$ cat config.mk
export PLATFORM = sky130hd
export DESIGN_NAME = gf_mult_serial
export DESIGN_NICKNAME = d
export VERILOG_FILES = /design/src/rtl/gf_mult_serial.sv
export SDC_FILE = /design/constraint.sdc
export NUM_CORES = 1
export LEC_CHECK = 0
export CORE_AREA = 8 8 53 55
export CTS_CLUSTER_DIAMETER = 150
export DETAILED_ROUTE_END_ITERATION = 8
export DIE_AREA = 0 0 61 63
export PLACE_DENSITY = 0.77
export SKIP_CTS_REPAIR_TIMING = 1
export SLEW_MARGIN = 20
export SYNTH_ARGS = -nofsm -noshare
export SYNTH_HDL_FRONTEND = slang
export SYNTH_SLANG_ARGS = --single-unit
$ cat constraint.sdc
create_clock -name clk -period 2.6 [get_ports clk]
set_clock_uncertainty 0.15 [all_clocks]
set_input_delay 0.39 -clock clk [delete_from_list [all_inputs] [get_ports clk]]
set_output_delay 0.39 -clock clk [all_outputs]
set_load 0.05 [all_outputs]
$ cat src/rtl/gf_mult_serial.sv
// gf_mult_serial: bit-serial GF(2^M) multiply-add, out_data = a*b + c mod POLY.
// One MSB-first shift-and-reduce step per clock; valid/ready on both sides.
//
// Handshake: a transfer happens on a rising edge where valid and ready are both
// high. The producer holds valid and its data stable until that transfer. The
// consumer may change ready at any time. in_ready is combinational from the
// state and out_ready, so a finished result can be consumed and new operands
// accepted on the same edge. out_valid and out_data are registered.
module gf_mult_serial #(
    parameter int unsigned M    = 3,
    parameter logic [M:0]  POLY = 4'b1011
) (
    input  logic         clk,
    input  logic         rst,
    input  logic         in_valid,
    output logic         in_ready,
    input  logic [M-1:0] in_a,
    input  logic [M-1:0] in_b,
    input  logic [M-1:0] in_c,
    output logic         out_valid,
    input  logic         out_ready,
    output logic [M-1:0] out_data
);

    // Counter indexes the multiplier bits M-1 down to 0.
    localparam int unsigned CW = (M > 1) ? $clog2(M) : 1;

    // Reject unusable field parameters at elaboration.
    generate
        if (M < 2 || M > 32) begin : g_bad_width
            $error("gf_mult_serial: M must be in 2..32");
        end
        if (POLY[M] != 1'b1) begin : g_bad_poly
            $error("gf_mult_serial: POLY bit M must be set");
        end
    endgenerate

    typedef enum logic [1:0] {
        IDLE = 2'd0,
        BUSY = 2'd1,
        DONE = 2'd2
    } state_e;

    state_e          state_q, state_d;
    logic [M-1:0]    a_q, a_d;
    logic [M-1:0]    b_q, b_d;
    logic [M-1:0]    c_q, c_d;
    logic [M-1:0]    r_q, r_d;
    logic [CW-1:0]   cnt_q, cnt_d;
    logic            out_valid_q, out_valid_d;
    logic [M-1:0]    out_data_q, out_data_d;

    logic            accept;
    logic [M-1:0]    r_step;

    // Ready when idle, or when the held result leaves on this same edge.
    assign in_ready  = (state_q == IDLE) || ((state_q == DONE) && out_ready);
    assign accept    = in_valid && in_ready;
    assign out_valid = out_valid_q;
    assign out_data  = out_data_q;

    // One Horner step: multiply the partial result by x, reduce, add a if b[cnt].
    always_comb begin
        r_step = {r_q[M-2:0], 1'b0}
               ^ (r_q[M-1]    ? POLY[M-1:0] : '0)
               ^ (b_q[cnt_q]  ? a_q         : '0);
    end

    // Next-state logic: load on accept, iterate in BUSY, hold or release in DONE.
    always_comb begin
        state_d     = state_q;
        a_d         = a_q;
        b_d         = b_q;
        c_d         = c_q;
        r_d         = r_q;
        cnt_d       = cnt_q;
        out_valid_d = out_valid_q;
        out_data_d  = out_data_q;

        case (state_q)
            IDLE: begin
                if (accept) begin
                    a_d     = in_a;
                    b_d     = in_b;
                    c_d     = in_c;
                    r_d     = '0;
                    cnt_d   = CW'(M - 1);
                    state_d = BUSY;
                end
            end
            BUSY: begin
                r_d   = r_step;
                cnt_d = cnt_q - CW'(1);
                if (cnt_q == '0) begin
                    out_data_d  = r_step ^ c_q;
                    out_valid_d = 1'b1;
                    state_d     = DONE;
                end
            end
            DONE: begin
                if (out_ready) begin
                    out_valid_d = 1'b0;
                    state_d     = IDLE;
                    if (accept) begin
                        a_d     = in_a;
                        b_d     = in_b;
                        c_d     = in_c;
                        r_d     = '0;
                        cnt_d   = CW'(M - 1);
                        state_d = BUSY;
                    end
                end
            end
            default: begin
                state_d     = IDLE;
                out_valid_d = 1'b0;
            end
        endcase
    end

    // State and datapath registers; reset discards any in-flight work at once.
    always_ff @(posedge clk or posedge rst) begin
        if (rst) begin
            state_q     <= IDLE;
            a_q         <= '0;
            b_q         <= '0;
            c_q         <= '0;
            r_q         <= '0;
            cnt_q       <= '0;
            out_valid_q <= 1'b0;
            out_data_q  <= '0;
        end else begin
            state_q     <= state_d;
            a_q         <= a_d;
            b_q         <= b_d;
            c_q         <= c_d;
            r_q         <= r_d;
            cnt_q       <= cnt_d;
            out_valid_q <= out_valid_d;
            out_data_q  <= out_data_d;
        end
    end

endmodule

==> flow_summary.rst, run 1 <==
.. list-table::
   :header-rows: 1

   * - Metric
     - Value
   * - Result of the run
     - complete, no violations
   * - Number of design rule violations left after detail routing
     - 0
   * - Fill count
     - roughly 200
   * - Final instance area
     - 1220 um^2
   * - Minimum period implied by the final worst setup slack
     - 2.00 ns
   * - Hold Worst Slack
     - between 0.3 and 0.4 ns
   * - Net count reported at finish
     - around 130
   * - Initial DRT Pass Iterations
     - 4
   * - Reg-to-Reg Start
     - cnt_q[1]
   * - #FFs+latches synth
     - 20
   * - Number of nets still failing antenna checks after routing
     - 0
   * - Clock root buffer
     - sky130_fd_sc_hd__clkbuf_4
   * - Syn Std Cell Area
     - 1000 um^2
   * - Insertion delay to the later sink of the worst-skew pair
     - 0.30 ns
   * - Sequential share of the synthesized area
     - about half
   * - Clk buf depth
     - 2
   * - Worst hold path type
     - reg -> reg
   * - Floorplan Core Area
     - 2060 um^2
   * - Boundary pin count
     - 18
   * - Unrepaired setup endpoints after global routing
     - false
   * - Clock slew seen by the registers of the worst setup and hold paths
     - 0.11 ns
   * - Gate Count Post-Synth
     - 93
   * - WP depth
     - 1
   * - Pin count of the biggest net entering global routing
     - 21
   * - Crit end category
     - output pin
   * - Worst EP required
     - 2.06 ns
   * - Total number of clock tree sinks
     - 20
   * - Area of combinational cells with multiple inputs
     - 462 um^2
   * - Cell class contributing the biggest share of worst-path delay
     - buffers and inverters
   * - Kind of launch point of the worst setup path
     - flop
   * - Final number of setup-violating endpoints
     - 0
   * - Slowest Stage Delay on Critical Path
     - around 0.8 ns
   * - Starting density of the core
     - 48.6%
   * - Peak clock frequency supported by timing
     - 500 MHz
   * - Routed wire length
     - around 1900 um
   * - Arrival time of the worst setup path
     - 1.46 ns
   * - Yosys warnings
     - 0
   * - Chip height
     - 63 um
   * - Cell total after placement
     - 135
   * - Placed standard-cell area
     - 1200 um^2
   * - Worst-path cell chain
     - clkdlybuf4s50_1
   * - Maximum fanout encountered on the critical timing path
     - 2
   * - Worst setup slack for register-to-register paths
     - 0.84 ns
   * - Vias in the first global route
     - 774
   * - Place WS
     - ~0.37 ns
   * - Number of diodes added for antenna fixing
     - 0
   * - Length in cells of the worst reg-to-reg path
     - 4
   * - Chip Width
     - between 60 and 70 um
   * - Number of unique standard cell types used by synthesis
     - 29
   * - Final max-slew violation count
     - 0
   * - Initial antenna violation count
     - 0
   * - Aggregate global-route resource usage
     - 10.8%
   * - Filler-free cell count of the finished design
     - 138
   * - Num CTS Buffers
     - 3
   * - Final WS setup
     - between 0.5 and 0.6 ns
   * - Site row count
     - 17
   * - Total gr overflow
     - 0
   * - Fraction of the cycle the final worst path needs
     - 77.0%
   * - Via count
     - 735
   * - Routed length per instance
     - 13.5 um
   * - Ratio of total power to cell area
     - 1300 nW/um^2
   * - Slew Limit Headroom
     - between 40% and 50%
   * - Total negative setup slack
     - 0 ns
   * - Detail-routed via count per cell
     - around 5.3
   * - Iteration-0 DRC count of the detailed router
     - 17
   * - Post-DP HPWL
     - 1400 um
   * - Hold Crit Start
     - out_valid
   * - Crit path to
     - out_data[2]
   * - Buffers & Inverters on Critical Path
     - 1
   * - Post-synthesis area per instance
     - about 11 um^2
   * - Crit. Startpoint
     - out_data[2]
   * - Mapped Nets
     - about 110
   * - Layout cell share with drive strength beyond 1
     - 12.7%
   * - Register area
     - 500 um^2
   * - Count of input and output buffers
     - 17
   * - CP Class
     - reg -> out
   * - Transition time at the pin with the least slew margin
     - 0.763 ns
   * - Highest-delay cell along the critical path
     - sky130_fd_sc_hd__clkdlybuf4s50_1
   * - Clock tree from TritonCTS
     - built
   * - Routability Congestion
     - approximately 0.8
   * - Hold Fails Final Rpt
     - 0
   * - Max-capacitance violation count
     - 0
   * - Crit Reg-Reg Endpoint
     - out_data[0]
   * - DIE AREA
     - between 3000 and 4000 um^2
   * - Leakage power total
     - between 0.5 and 0.6 nW
   * - VDD IR max
     - 0.711 mV
   * - H-Tree Depth
     - 1
   * - Layout-stage area growth over the synthesis result
     - 21.6%
   * - Global-route wire length before repair
     - 3260 um
[power by group]
group          switching, mW  total [mW]  internal (mW)
clock network         0.0899       0.144         0.0540
registers              0.129       0.592          0.462
logic                  0.456       0.848          0.392
[worst register-to-register path, stage by stage (launching register included)]
cell and delay (ns):
sky130_fd_sc_hd__dfrtp_1 0.42, sky130_fd_sc_hd__mux2i_1 0.43, sky130_fd_sc_hd__o22ai_1 0.18, sky130_fd_sc_hd__o31a_1 0.31, sky130_fd_sc_hd__o31ai_1 0.18
[cells in the mapped netlist]
cell type,instances,share of area (%)
sky130_fd_sc_hd__a221o_1,1,1.0
sky130_fd_sc_hd__and2_1,2,1.2
sky130_fd_sc_hd__and3_2,1,0.75
sky130_fd_sc_hd__and3b_1,1,0.87
sky130_fd_sc_hd__buf_2,2,1.0
sky130_fd_sc_hd__buf_6,1,1.1
sky130_fd_sc_hd__dfrtp_1,20,50
sky130_fd_sc_hd__ha_1,1,1.2
sky130_fd_sc_hd__inv_1,5,1.9
sky130_fd_sc_hd__mux2_2,8,9.0
sky130_fd_sc_hd__mux2i_1,1,1.0
sky130_fd_sc_hd__nand2_1,11,4.1
sky130_fd_sc_hd__nand2b_1,4,2.5
sky130_fd_sc_hd__nand3b_1,1,0.75
sky130_fd_sc_hd__nor2b_1,4,2.5
sky130_fd_sc_hd__nor3_1,2,1.0
sky130_fd_sc_hd__nor4_1,1,0.62
sky130_fd_sc_hd__o21a_1,1,0.75
sky130_fd_sc_hd__o21ai_0,8,4.0
sky130_fd_sc_hd__o21bai_1,1,0.75
sky130_fd_sc_hd__o22ai_1,3,1.9
sky130_fd_sc_hd__o2bb2ai_1,2,1.7
sky130_fd_sc_hd__o31a_1,1,0.87
sky130_fd_sc_hd__o31ai_1,2,1.5
sky130_fd_sc_hd__o31ai_2,1,1.2
sky130_fd_sc_hd__o32ai_1,1,0.87
sky130_fd_sc_hd__or3_1,1,0.62
sky130_fd_sc_hd__or3b_1,2,1.7
sky130_fd_sc_hd__xnor2_1,4,3.5
[cells by family (layout without fill, tap and decap cells)]
| group | count (synthesis) | in the layout | synth area share, % |
|---|---|---|---|
| AND/OR/NAND/NOR | 30 | 30 | 16.7 |
| AO/OA/AOI/OAI | 21 | 21 | 14.6 |
| flip-flops | 20 | 20 | 49.9 |
| multiplexers | 9 | 9 | 9.99 |
| buffers and inverters | 8 | 25 | 4.00 |
| XOR/XNOR | 4 | 4 | 3.50 |
| adder cells (fa/ha/maj) | 1 | 1 | 1.25 |
[state kept, by name, indices dropped and copies added (netlist names)]
register / cells
b_q: 3
c_q: 3
cnt_q: 2
state_q: 2
r_q: 3
out_valid: 1
a_q: 3
out_data: 3
[worst min path at each step]
stage,endpoint,slack (ns),cells past startpoint
finish,out_valid,0.34,2
global route,out_data[0],0.37,2
CTS,out_valid,0.35,2
detailed placement,out_valid,0.32,2
global placement,out_data[1],0.31,2
floorplan,a_q[0],0.20,1
[metal layers]
metal	track usage, %	wire [um]
met1	13.4	873
met2	16.7	895
met3	2.06	55
met4	6.12	41
met5	0	0
[metrics by stage]
step | total power [mW] | util [%]
2_1_floorplan | 1.23 | -
3_3_place_gp | 1.42 | 58.0
3_5_place_dp | 1.45 | 58.0
4_1_cts | 1.60 | 59.1
5_1_grt | 1.71 | 59.1
6_report | 1.58 | 59.1
[placed cells by master, fill, tap and decap left out, types with 2 or more instances in the layout]
cell type	n
sky130_fd_sc_hd__dfrtp_1	20
sky130_fd_sc_hd__clkdlybuf4s50_1	16
sky130_fd_sc_hd__nand2_1	11
sky130_fd_sc_hd__o21ai_0	8
sky130_fd_sc_hd__mux2_2	8
sky130_fd_sc_hd__inv_1	5
sky130_fd_sc_hd__nor2b_1	4
sky130_fd_sc_hd__nand2b_1	4
sky130_fd_sc_hd__xnor2_1	4
sky130_fd_sc_hd__o22ai_1	3
sky130_fd_sc_hd__clkbuf_4	3
sky130_fd_sc_hd__and2_1	2
sky130_fd_sc_hd__or3b_1	2
sky130_fd_sc_hd__o31ai_1	2
sky130_fd_sc_hd__nor3_1	2
sky130_fd_sc_hd__o2bb2ai_1	2
[layout make-up]
class | count | area share (%)
multi-input cells | 65 | 37.9
repair buffers | 17 | 14.8
clock buffers | 3 | 1.85
inverters | 5 | 1.54
well taps | 28 | 2.87
flip-flops and latches | 20 | 41.1
Note: power is estimated with default switching activity, not from simulation.
==> inputs of run 2 (changes only) <==
Settings changed: CORE_AREA 8 8 53 55 to 8 8 46 66, DIE_AREA 0 0 61 63 to 0 0 54 74, PLACE_DENSITY 0.77 to 0.74.
Clock period 2.6 ns to 2.09 ns, I/O delays scaled along.
==> run 2 against run 1 <==
Effect of this change: wire length is 2.8% higher; combinational power is 27% higher; non-clock buffer count is 2 higher; setup slack worse by 0.44 ns; clock-buffer cell count is 1 higher; sequential power is 24% higher; via count is 1.1% higher; clock power is 54% higher; total power is 29% higher; utilization is 0.88 points lower; register-to-register slack worse by 0.48 ns; largest cell class unchanged.
==> flow_summary.rst, run 2 (synthesis results as in run 1) <==
.. list-table::
   :header-rows: 1

   * - Metric
     - Value
   * - Via count
     - 743 (+1.1%)
   * - Clk buf depth
     - 2 (unchanged)
   * - Worst-path cell chain
     - clkdlybuf4s50_1
   * - Number of design rule violations left after detail routing
     - 0 (unchanged)
   * - Aggregate global-route resource usage
     - 11.0% (+0.13 points)
   * - Detail-routed via count per cell
     - 5.46 (+2.6%)
   * - Peak clock frequency supported by timing
     - 518 MHz
   * - Ratio of total power to cell area
     - 1630 nW/um^2 (+25%)
   * - Length of routed wiring on met1
     - 749 um (-14%)
   * - Highest-delay cell along the critical path
     - sky130_fd_sc_hd__clkdlybuf4s50_1
   * - Fill count
     - 195 (-1.5%)
   * - Clock root buffer
     - sky130_fd_sc_hd__clkbuf_4
   * - Number of diodes added for antenna fixing
     - 0 (unchanged)
   * - Count of input and output buffers
     - 17 (unchanged)
   * - Global-route wire length before repair
     - 3340 um (+2.5%)
   * - Starting density of the core
     - 46.5% (-2.1 points)
   * - Kind of launch point of the worst setup path
     - flop
   * - Routed wire length
     - 1920 um (+2.8%)
   * - Placed standard-cell area
     - 1220 um^2 (+1.8%)
   * - Crit end category
     - output pin
   * - Maximum fanout encountered on the critical timing path
     - 2 (unchanged)
   * - Leakage power total
     - 0.530 nW (+4.1%)
   * - Floorplan Core Area
     - 2150 um^2 (+4.4%)
   * - Design Power
     - 2.04 mW (+29%)
   * - Worst setup slack for register-to-register paths
     - 0.36 ns (-0.48 ns)
   * - Site row count
     - 21 (+4)
   * - Most used cells in the layout excluding fill and tap cells
     - sky130_fd_sc_hd__dfrtp_1, sky130_fd_sc_hd__clkdlybuf4s50_1, sky130_fd_sc_hd__nand2_1
   * - Hold Fails Final Rpt
     - 0 (unchanged)
   * - Insertion delay to the later sink of the worst-skew pair
     - 0.30 ns (about the same)
   * - Clock tree from TritonCTS
     - built
   * - Routability Congestion
     - 0.774 (-3.0%)
   * - Most frequent standard cell in the layout excluding fill and tap cells
     - sky130_fd_sc_hd__dfrtp_1
   * - Initial antenna violation count
     - 0 (unchanged)
   * - VDD IR max
     - 0.625 mV (-12%)
   * - Chip height
     - 74 um (+17%)
   * - Pin count of the biggest net entering global routing
     - 21 (unchanged)
   * - Result of the run
     - complete, no violations
   * - Max-capacitance violation count
     - 0 (unchanged)
   * - Slew Limit Headroom
     - 66.8% (+18 points)
   * - Worst EP required
     - 1.63 ns (-0.43 ns)
   * - Layout cell share with drive strength beyond 1
     - 15.0% (+2.3 points)
   * - Layout-stage area growth over the synthesis result
     - 25.1%
   * - Metal3 WL
     - 72 um (+31%)
   * - Routed length per instance
     - 14.1 um (+4.3%)
   * - Worst hold path type
     - in -> async
   * - Cell class contributing the biggest share of worst-path delay
     - buffers and inverters
   * - Chip Width
     - 54 um (-11%)
   * - Transition time at the pin with the least slew margin
     - 0.496 ns (-0.267 ns)
   * - Highest Signal Layer
     - met4
   * - Num CTS Buffers
     - 3 (unchanged)
   * - Buffers & Inverters on Critical Path
     - 1 (unchanged)
   * - Final number of setup-violating endpoints
     - 0 (unchanged)
   * - Slowest Stage Delay on Critical Path
     - 0.80 ns (about the same)
   * - Number of nets still failing antenna checks after routing
     - 0 (unchanged)
   * - Minimum period implied by the final worst setup slack
     - about 1.9 ns
   * - Clock slew seen by the registers of the worst setup and hold paths
     - 0.11 ns (about the same)
   * - H-Tree Depth
     - 1 (unchanged)
   * - Iteration-0 DRC count of the detailed router
     - 23 (+6)
   * - Boundary pin count
     - 18 (unchanged)
   * - Total negative setup slack
     - 0 ns (unchanged)
   * - Final max-slew violation count
     - 0 (unchanged)
   * - Total gr overflow
     - 0 (unchanged)
   * - Initial DRT Pass Iterations
     - 3 (-1)
   * - Fraction of the cycle the final worst path needs
     - slightly above 90%
   * - Total number of clock tree sinks
     - 20 (unchanged)
   * - Unrepaired setup endpoints after global routing
     - false
   * - Routed wire length on met2
     - 1060 um (+19%)
   * - Vias in the first global route
     - 748 (-3.4%)
   * - DIE AREA
     - 4000 um^2 (+4.0%)
   * - Net count reported at finish
     - 128 (+1.6%)
   * - Final instance area
     - 1250 um^2 (+2.9%)
   * - Post-DP HPWL
     - 1470 um (+5.0%)
   * - Arrival time of the worst setup path
     - 1.47 ns (about the same)
   * - CP Class
     - reg -> out
==> run 2: worst paths after layout <==
| path | from | endpoint | cells past startpoint |
|---|---|---|---|
| max in group asynchronous | rst | out_data[2] | 3 |
| max reg2reg | cnt_q[1] | out_data[0] | 4 |
| min | rst | cnt_q[1] | 3 |
| min in group clk | out_data[1] | out_data[1] | 2 |
| max | out_data[0] | out_data[0] | 1 |
| min reg2reg | out_data[1] | out_data[1] | 2 |
==> run 2: report_power, final <==
part           total [mW]  switching [mW]  internal (mW)
Sequential          0.735           0.160          0.575
Combinational        1.08           0.570          0.511
Clock               0.222           0.116          0.106
==> run 2: layout make-up <==
cell class                 count  area, um^2  area share, %
inverter                       5        18.8           1.50
timing repair buffer          19         208           16.6
clock buffer                   4        36.3           2.89
tap                           23        28.8           2.30
multi-input combinational     65         462           36.8
sequential                    20         500           39.9
==> run 2: layer usage <==
metal	global-route usage (%)	up-vias
li1	-	365
met1	12.0	366
met2	18.6	8
met3	2.00	4
met4	6.59	0
met5	0	-
==> run 2: through the flow <==
stage / util (%) / setup slack, ns / hold WS (ns) / std cells
after floorplan: - / 0.444 / 0.127 / 93
after global placement: 56.5 / 0.231 / 0.310 / 132
after detailed placement: 56.5 / 0.204 / 0.326 / 132
after CTS: 58.2 / 0.133 / 0.174 / 136
after global routing: 58.2 / 0.103 / 0.198 / 136
final: 58.2 / 0.158 / 0.172 / 136
